<file path="src/rtl/subleq_ctrl_if.sv">
// RAM-side bus of the subleq machine: controller is master, RAM/top level is slave.
interface subleq_ctrl_if;
    logic       ram_ctl;    // 1 = read, 0 = write
    logic       ram_ena;
    logic [7:0] ram_adr;
    logic [7:0] ram_wdata;
    logic       ram_wdrv;   // top level drives ram_wdata onto the data bus
    logic [7:0] ram_rdata;

    modport master (
        output ram_ctl, ram_ena, ram_adr, ram_wdata, ram_wdrv,
        input  ram_rdata
    );

    modport slave (
        input  ram_ctl, ram_ena, ram_adr, ram_wdata, ram_wdrv,
        output ram_rdata
    );
endinterface

</file>
<file path="src/rtl/subleq_ctrl.sv">
// Subleq sequencer: fetch A,B,C, read mem[A], mem[B], write mem[B]-mem[A],
// branch to C on a result <= 0 (signed), halt on a taken branch to HALT_ADDR.
module subleq_ctrl #(
    parameter logic [7:0] HALT_ADDR = 8'hFF,
    parameter logic [7:0] START_PC  = 8'h00
) (
    input  logic               clk,
    input  logic               rst,
    input  logic               start_i,
    input  logic [7:0]         start_pc_i,
    subleq_ctrl_if.master      ram,
    output logic [7:0]         pc_o,
    output logic               busy_o,
    output logic               halted_o,
    output logic [15:0]        icount_o
);

    typedef enum logic [2:0] {IDLE, FA, FB, FC, RA, RB, WR, HALT} state_t;

    state_t      state_q, state_d;
    logic [7:0]  pc_q, pc_d;
    logic [7:0]  a_q, a_d, b_q, b_d, c_q, c_d;
    logic [7:0]  va_q, va_d, vb_q, vb_d;
    logic [15:0] icount_q, icount_d;
    logic        ctl_q, ctl_d, ena_q, ena_d, wdrv_q, wdrv_d;
    logic [7:0]  adr_q, adr_d, wdata_q, wdata_d;
    logic [7:0]  res;
    logic        leq;

    assign res = vb_q - va_q;
    assign leq = res[7] | (res == '0);

    // State register
    always_ff @(posedge clk or posedge rst) begin
        if (rst) state_q <= IDLE;
        else     state_q <= state_d;
    end

    // Next-state: fixed FA..WR walk, start only honoured from IDLE/HALT
    always_comb begin
        state_d = state_q;
        case (state_q)
            IDLE, HALT: if (start_i) state_d = FA;
            FA:         state_d = FB;
            FB:         state_d = FC;
            FC:         state_d = RA;
            RA:         state_d = RB;
            RB:         state_d = WR;
            WR:         state_d = (leq && (c_q == HALT_ADDR)) ? HALT : FA;
            default:    state_d = IDLE;
        endcase
    end

    // Datapath next values: capture read data at the end of each read state
    always_comb begin
        pc_d     = pc_q;
        a_d      = a_q;
        b_d      = b_q;
        c_d      = c_q;
        va_d     = va_q;
        vb_d     = vb_q;
        icount_d = icount_q;
        case (state_q)
            IDLE, HALT: if (start_i) pc_d = start_pc_i;
            FA:         a_d  = ram.ram_rdata;
            FB:         b_d  = ram.ram_rdata;
            FC:         c_d  = ram.ram_rdata;
            RA:         va_d = ram.ram_rdata;
            RB:         vb_d = ram.ram_rdata;
            WR: begin
                icount_d = icount_q + 16'd1;
                // a halting branch has c == HALT_ADDR, so c_q covers both taken cases
                pc_d     = leq ? c_q : pc_q + 8'd3;
            end
            default: ;
        endcase
    end

    // Outputs: RAM pins are precomputed from the upcoming state so they come
    // straight from flops; the write data uses the operand arriving this cycle.
    always_comb begin
        ctl_d    = 1'b1;
        ena_d    = 1'b0;
        adr_d    = '0;
        wdata_d  = '0;
        wdrv_d   = 1'b0;
        busy_o   = (state_q != IDLE) && (state_q != HALT);
        halted_o = (state_q == HALT);
        case (state_d)
            FA: begin ena_d = 1'b1; adr_d = pc_d;          end
            FB: begin ena_d = 1'b1; adr_d = pc_q + 8'd1;   end
            FC: begin ena_d = 1'b1; adr_d = pc_q + 8'd2;   end
            RA: begin ena_d = 1'b1; adr_d = a_q;           end
            RB: begin ena_d = 1'b1; adr_d = b_q;           end
            WR: begin
                ctl_d   = 1'b0;
                ena_d   = 1'b1;
                adr_d   = b_q;
                wdata_d = ram.ram_rdata - va_q;
                wdrv_d  = 1'b1;
            end
            default: ;
        endcase
    end

    // Datapath and RAM pin registers
    always_ff @(posedge clk or posedge rst) begin
        if (rst) begin
            pc_q     <= START_PC;
            a_q      <= '0;
            b_q      <= '0;
            c_q      <= '0;
            va_q     <= '0;
            vb_q     <= '0;
            icount_q <= '0;
            ctl_q    <= 1'b1;
            ena_q    <= 1'b0;
            adr_q    <= '0;
            wdata_q  <= '0;
            wdrv_q   <= 1'b0;
        end else begin
            pc_q     <= pc_d;
            a_q      <= a_d;
            b_q      <= b_d;
            c_q      <= c_d;
            va_q     <= va_d;
            vb_q     <= vb_d;
            icount_q <= icount_d;
            ctl_q    <= ctl_d;
            ena_q    <= ena_d;
            adr_q    <= adr_d;
            wdata_q  <= wdata_d;
            wdrv_q   <= wdrv_d;
        end
    end

    assign ram.ram_ctl   = ctl_q;
    assign ram.ram_ena   = ena_q;
    assign ram.ram_adr   = adr_q;
    assign ram.ram_wdata = wdata_q;
    assign ram.ram_wdrv  = wdrv_q;
    assign pc_o          = pc_q;
    assign icount_o      = icount_q;

endmodule

</file>
<file path="src/flat_wrapper.sv">
// flat-port wrapper written by rule: the top's interface ports become plain ports
module subleq_ctrl_flat 
#(
    parameter logic [7:0] HALT_ADDR = 8'hFF,
    parameter logic [7:0] START_PC  = 8'h00
)
  (clk, rst, start_i, start_pc_i, pc_o, busy_o, halted_o, icount_o, ram_ram_ctl, ram_ram_ena, ram_ram_adr, ram_ram_wdata, ram_ram_wdrv, ram_ram_rdata);
  subleq_ctrl_if ram_i ();
  input  logic clk;
  input  logic rst;
  input  logic start_i;
  input  logic [7:0] start_pc_i;
  output logic [7:0] pc_o;
  output logic busy_o;
  output logic halted_o;
  output logic [15:0] icount_o;
  output wire logic [$bits(ram_i.ram_ctl)-1:0] ram_ram_ctl;
  output wire logic [$bits(ram_i.ram_ena)-1:0] ram_ram_ena;
  output wire logic [$bits(ram_i.ram_adr)-1:0] ram_ram_adr;
  output wire logic [$bits(ram_i.ram_wdata)-1:0] ram_ram_wdata;
  output wire logic [$bits(ram_i.ram_wdrv)-1:0] ram_ram_wdrv;
  input wire logic [$bits(ram_i.ram_rdata)-1:0] ram_ram_rdata;
  assign ram_ram_ctl = ram_i.ram_ctl;
  assign ram_ram_ena = ram_i.ram_ena;
  assign ram_ram_adr = ram_i.ram_adr;
  assign ram_ram_wdata = ram_i.ram_wdata;
  assign ram_ram_wdrv = ram_i.ram_wdrv;
  assign ram_i.ram_rdata = ram_ram_rdata;
  subleq_ctrl #(.HALT_ADDR(HALT_ADDR), .START_PC(START_PC)) u_core (.clk(clk), .rst(rst), .start_i(start_i), .start_pc_i(start_pc_i), .ram(ram_i), .pc_o(pc_o), .busy_o(busy_o), .halted_o(halted_o), .icount_o(icount_o));
endmodule
</file>
<file path="config.mk">
export PLATFORM = sky130hd
export DESIGN_NAME = subleq_ctrl_flat
export DESIGN_NICKNAME = d
export VERILOG_FILES = /design/src/rtl/subleq_ctrl_if.sv /design/src/rtl/subleq_ctrl.sv /design/src/flat_wrapper.sv
export SDC_FILE = /design/constraint.sdc
export NUM_CORES = 1
export LEC_CHECK = 0
export BUFFER_PORTS_ARGS = -buffer_cell sky130_fd_sc_hd__buf_2
export CAP_MARGIN = 20
export CORE_ASPECT_RATIO = 1.2
export CORE_MARGIN = 2
export CORE_UTILIZATION = 35
export DETAILED_ROUTE_END_ITERATION = 8
export GPL_TIMING_DRIVEN = 0
export HOLD_SLACK_MARGIN = 0.1
export PLACE_DENSITY = 0.52
export SKIP_LAST_GASP = 1
export SLEW_MARGIN = 20
export SYNTH_ARGS = -nofsm -noshare
export SYNTH_HDL_FRONTEND = slang
export SYNTH_SLANG_ARGS = --single-unit
export TNS_END_PERCENT = 10
</file>
<file path="constraint.sdc">
create_clock -name clk -period 3.03 [get_ports clk]
set_input_delay 0.4545 -clock clk [delete_from_list [all_inputs] [get_ports clk]]
set_output_delay 0.4545 -clock clk [all_outputs]
set_load 0.005 [all_outputs]
</file>
Yosys cells after proc, flatten, opt, wreduce, memory -nomap -nowiden:

Cells that the tools add are included.

* add/sub/neg operators: 6
* mux-type cells: 11
* bitwise gates (word level): 1
* reduce and logical (&&, ||, !) cells: 8
* eq/ne operators: 15

Operators by type and width (count)
* $pmux 8 s5: 1
* $mux 8: 3
* $eq 3x3->1 const B: 7
* $pmux 3 s7: 1
* $add 16x1->16 const B: 1
* $add 8x2->8 const B: 2
* $pmux 8 s2: 1
* $sub 8x8->8: 2
* $eq 3x2->1 const B: 4
* $add 8x1->8 const B: 1
* $eq 8x8->1 const B: 1
* $logic_not 8->1: 1
* $eq 3x1->1 const B: 2
* $mux 3: 2
* $reduce_or 6->1: 1
* $reduce_or 2->1: 2
* $logic_not 3->1: 1
* $mux 1: 3
* $ne 3x3->1 const B: 1
* $reduce_bool 3->1: 1
* $logic_and 1x1->1: 2
* $or 1x1->1: 1

* register bits: 86
* output and inout bits: 45

Depth between registers and ports, before layout:

* depth in word-level cells: 9
* gate-level depth with buffers: 11
* depth with buffers taken out: 10

Worst setup path before layout:

No wires, ideal clock.

* path type: register to register
* from: reg u_core.va_q[0]
* to: reg u_core.adr_q[4], in the netlist u_core.ram.ram_adr[4]
* required time: 2.890 ns
* slack: 0.622 ns
* library setup time: 0.140 ns
* period minus slack after synthesis: 2.408 ns
* arrival: 2.268 ns
* cell stages (with the launch flop): 11
* path buffers: 1
* cell sequence: dfrtp_1 > ha_1 > fa_1 > nand2b_1 > a21oi_1 > xor2_1 > nor4_2 > a32oi_1 > buf_6 > mux2i_1 > o211ai_1

* longest elaborated chain between the ends: 9
* elaborated cells on any way between the ends: 16
* classes of those cells: 1 x add/sub; 6 x eq/ne; 5 x mux; 1 x bitwise; 3 x reduce/logical

RTL lines
* start: declaration: line subleq_ctrl.sv:23 `logic [7:0] va_q, va_d, vb_q, vb_d;`
* start signal: assignment: line subleq_ctrl.sv:126 `va_q <= va_d;`
* $sub 8x8->8 (*): line subleq_ctrl.sv:30 `assign res = vb_q - va_q;`
* $logic_not 8->1: line subleq_ctrl.sv:31 `assign leq = res[7] | (res == '0);`
* $or 1x1->1 (*): line subleq_ctrl.sv:31
* $logic_and 1x1->1: line subleq_ctrl.sv:49 `WR: state_d = (leq && (c_q == HALT_ADDR)) ? HALT : FA;`
* $mux 3: line subleq_ctrl.sv:49
* $pmux 3 s7: line subleq_ctrl.sv:42 `case (state_q)`
* $eq 3x3->1: line subleq_ctrl.sv:89 `case (state_d)`
* $reduce_or 2->1 (no source line)
* $pmux 8 s5 (*): line subleq_ctrl.sv:89
* net u_core.adr_d[4]: line subleq_ctrl.sv:26 `logic [7:0] adr_q, adr_d, wdata_q, wdata_d;`
* end signal: assignment: line subleq_ctrl.sv:131 `adr_q <= adr_d;`
* end: declaration: line subleq_ctrl.sv:26

The timed path passes the listed nets; every way through them passes the cells marked *.
A chain may end at the register's enable or synchronous reset.

Worst setup path after layout:

* from: reg u_core.vb_q[0]
* to: reg u_core.adr_q[4], in the netlist u_core.ram.ram_adr[4]

* longest elaborated chain between the ends: 9
* elaborated cells on any way between the ends: 16
* classes of those cells: 1 x add/sub; 6 x eq/ne; 5 x mux; 1 x bitwise; 3 x reduce/logical

RTL lines
* start: declaration: line subleq_ctrl.sv:23
* start signal: assignment: line subleq_ctrl.sv:127 `vb_q <= vb_d;`
* $sub 8x8->8 (*): line subleq_ctrl.sv:30
* $logic_not 8->1: line subleq_ctrl.sv:31
* $or 1x1->1 (*): line subleq_ctrl.sv:31
* $logic_and 1x1->1: line subleq_ctrl.sv:49
* $mux 3: line subleq_ctrl.sv:49
* $pmux 3 s7: line subleq_ctrl.sv:42
* $eq 3x3->1: line subleq_ctrl.sv:89
* $reduce_or 2->1 (no source line)
* $pmux 8 s5 (*): line subleq_ctrl.sv:89
* net u_core.adr_d[4]: line subleq_ctrl.sv:26

Marked as above.

==> impl_metrics.csv <==
group,metric,value,unit
finish,multi_input_area,2230,µm²
route,drc,0,
die,core-area,12700,µm²
route,post_drt_via_cell_ratio,5.02,
yosys,yosysUniqueCellTypes,51,
sta,finalSetupViolCount,0,
route,vias,3483,
yosys,synthesis.nets,491,
sta,fin_skew,0.0103,ns
worst_setup_path,required,3.22,ns
flow_run,drv_cap,0,
worst_setup_path,reg2regPathDepth,11,
yosys,ys_warn_count,0,
finish,final_common_cell,"dfrtp_1",
worst_setup_path,startpoint_type,"register",
yosys,ys_ff_latch,86,
clock_tree,htreeDepth,3,
die,rows,45,
global_route,grt_pass1_vias,3514,
power,irDropWorstVdd,385,µV
clock_tree,path_clk_slew,0.06,ns
place,dpl-instance-area,5090,µm²
power,leakage,2.53,nW
sta,rsz0062_at_grt,"false",
yosys,synth-simple-area-share,14.9,%
route,wl_per_cell,15.7,µm
worst_setup_path,ff2ff_setup_slack,0.25,ns
clock_tree,cts.sinks,86,
finish,drive_gt1_share,21.9,%
worst_setup_path,reg2reg_from,"u_core.vb_q[0]",
power,pwr_density_cell,1190,nW/µm²
global_route,grt_pass1_wl,18.3,mm
yosys,ys_async_sr_fraction,100,%
die,die_area,13900,µm²
worst_setup_path,crit_fanout,10,
finish,fillers,1266,
clock_tree,clk_path_buf_depth,2,
yosys,syn_area_per_cell,10.1,µm²
sta,period_share,91.9,%
sta,finalHoldViolations,0,
clock_tree,post-cts-setup-buffer-count,0,
place,io_buffers,63,
global_route,grt_max_degree,57,
outcome,outcome,"completed",
finish,final_cell_mix,"dfrtp_1 (85), buf_2 (63), nand2_1 (61)",
finish,areaGrowthSynthToFinish,19.5,%
worst_setup_path,reg2reg_to,"u_core.ram.ram_adr[4]",
finish,seq_area,2150,µm²
sta,fmaxAchievable,359,MHz
yosys,synth_cells,451,
route,wl,10.9,mm
yosys,synthesis.area,4540,µm²
clock_tree,cts_tree,"built",
global_route,grt_use_total,17.0,%
worst_setup_path,worstSetupPathType,"reg2reg",
route,ant_nets,0,
finish,post-route-util,42.8,%
global_route,overflow,0,
worst_hold_path,hold_path_class,"in2async",
sta,slew_headroom,37.3,%
die,die_x,108,µm
place,gp_congestion,0.867,
clock_tree,cts_resized,0,
yosys,synth_xor_area_share,7.52,%
sta,slew_violations,0,
worst_setup_path,critPathMaxStageDelay,0.42,ns
clock_tree,clockRootBuffer,"clkbuf_16",
finish,layout.cells.non_filler,694,
die,die_y,129,µm
place,dp_hpwl,8.37,mm
clock_tree,clock_latency,0.34,ns
route,dr.pass1.iters,4,
worst_setup_path,cp_cell_sequence,"inv_1 -> ha_1 -> fa_1 -> nand2b_1 -> a21oi_1 -> xor2_1 -> nor4_2 -> a32oi_1 -> buf_6 -> mux2i_1 -> o211ai_1",
yosys,synth_edf_count,0,
sta,worst_pin_slew,0.934,ns
worst_setup_path,end_kind,"register",
global_route,antenna_found_initial,0,
worst_setup_path,arrival,2.97,ns
finish,final_nets,566,
yosys,synth_top_family_by_area,"simple AND/OR/NAND/NOR gates",
worst_setup_path,crit_slowest_cell,"fa_1",
die,io_pins,64,
die,start_util,35.8,%
sta,post-route-min-period,2.78,ns
yosys,ys.flop_type,"dfrtp_1",
clock_tree,cts_made_buffers,9,
yosys,synthAdderAreaFrac,6.12,%
route,drt_first_iter_violations,148,
yosys,muxShareOfSynthArea,8.16,%
yosys,seq_area_frac_synth,47.4,%
clock_tree,hold_buffers,0,
finish,design_area,5430,µm²
finish,antenna_cells,0,
yosys,synth_compound_area_share,12.4,%
place,dp.cells,679,
==> worst max-delay path: cells and delay by family, from the launching register on <==
| family | cells | cell delay [ns] |
|---|---|---|
| DFF | 1 | 0.35 |
| buffers and inverters | 2 | 0.29 |
| AOI/OAI and AO/OA | 3 | 0.65 |
| and+or+nand+nor | 2 | 0.24 |
| xor gates and xnor gates | 1 | 0.19 |
| muxes | 1 | 0.27 |
| adders and majority gates | 2 | 0.65 |
==> layer usage <==
layer / global-route usage, % / up-vias / wire [µm]
met2: 28.9 / 75 / 5460
met5: 0 / - / 0
li1: - / 1725 / -
met1: 21.4 / 1669 / 4860
met3: 3.04 / 14 / 428
met4: 6.64 / 0 / 174
==> cell type report <==
type,instances,share of cell area (%)
Clock buffer,9,4.15
Sequential cell,86,39.7
Clock inverter,6,2.05
Timing Repair Buffer,64,6.32
Multi-Input combinational cell,325,41.1
Buffer,19,1.45
Tap cell,164,3.78
Inverter,21,1.50
==> cell usage after synthesis, types with 2 or more instances <==
cell | instances | area share (%)
and2_1 | 2 | 0.28
ha_1 | 19 | 5.2
nor3_1 | 8 | 0.88
inv_1 | 20 | 1.7
mux2i_1 | 10 | 2.2
o21ai_0 | 32 | 3.5
nand3_1 | 10 | 1.1
xnor2_1 | 24 | 4.6
nor2_1 | 27 | 2.2
mux2_2 | 24 | 6.0
dfrtp_1 | 85 | 47
o221ai_1 | 2 | 0.39
o211ai_1 | 4 | 0.66
or3_1 | 2 | 0.28
nand4_1 | 11 | 1.5
and3_1 | 5 | 0.69
a21oi_1 | 16 | 1.8
nand2_1 | 61 | 5.0
nor2b_1 | 7 | 0.96
a21o_1 | 2 | 0.33
a222oi_1 | 2 | 0.44
a221oi_1 | 3 | 0.58
a22oi_1 | 10 | 1.7
fa_1 | 2 | 0.88
o21ai_1 | 3 | 0.33
nand2b_1 | 4 | 0.55
clkbuf_1 | 17 | 1.4
a31oi_1 | 2 | 0.28
xor2_1 | 15 | 2.9
==> power by group <==
group | internal [W] | switching (W)
Combinational | 0.00143 | 0.00180
Sequential | 0.00164 | 0.000350
Clock | 0.000801 | 0.000451
Total | 0.00387 | 0.00260
==> kinds of logic after synthesis <==
group,count (synthesis)
compound gates,87
xor+xnor,39
buf+inv,40
mux,34
flops,86
simple gates,144
fa+ha+maj,21
==> per-stage QoR <==
stage	setup WS, ns	hold slack, ns	setup TNS (ns)	power, W
floorplan	0.355	0.450	0	0.00432
global placement	-0.743	0.456	-62.58	0.00516
detailed placement	0.245	0.461	0	0.00525
CTS	0.219	0.116	0	0.00653
global route	0.0436	0.141	0	0.00702
finish	0.247	0.105	0	0.00648
==> worst max path at each step <==
stage / from / to / slack [ns] / cells past startpoint
2_1_floorplan: rst / u_core.a_q[0] / 0.36 / 1
3_3_place_gp: rst / u_core.ram.ram_adr[3] / -0.74 / 2
3_5_place_dp: u_core.vb_q[0] / u_core.ram.ram_adr[4] / 0.25 / 11
4_1_cts: u_core.vb_q[0] / u_core.ram.ram_adr[4] / 0.22 / 11
5_1_grt: u_core.va_q[0] / u_core.ram.ram_adr[4] / 0.04 / 10
6_report: u_core.vb_q[0] / u_core.ram.ram_adr[4] / 0.25 / 11
==> flip-flops by register name, summed over array words and instances, names as in the netlist <==
signal                flops
u_core.va_q               8
u_core.ram.ram_ena        1
u_core.ram.ram_wdata      8
u_core.state_q            3
u_core.b_q                8
u_core.a_q                8
u_core.icount_o          16
u_core.pc_o               8
u_core.ram.ram_ctl        1
u_core.vb_q               8
u_core.ram.ram_wdrv       1
u_core.c_q                8
u_core.ram.ram_adr        8
(Power assumes the default switching activity.)
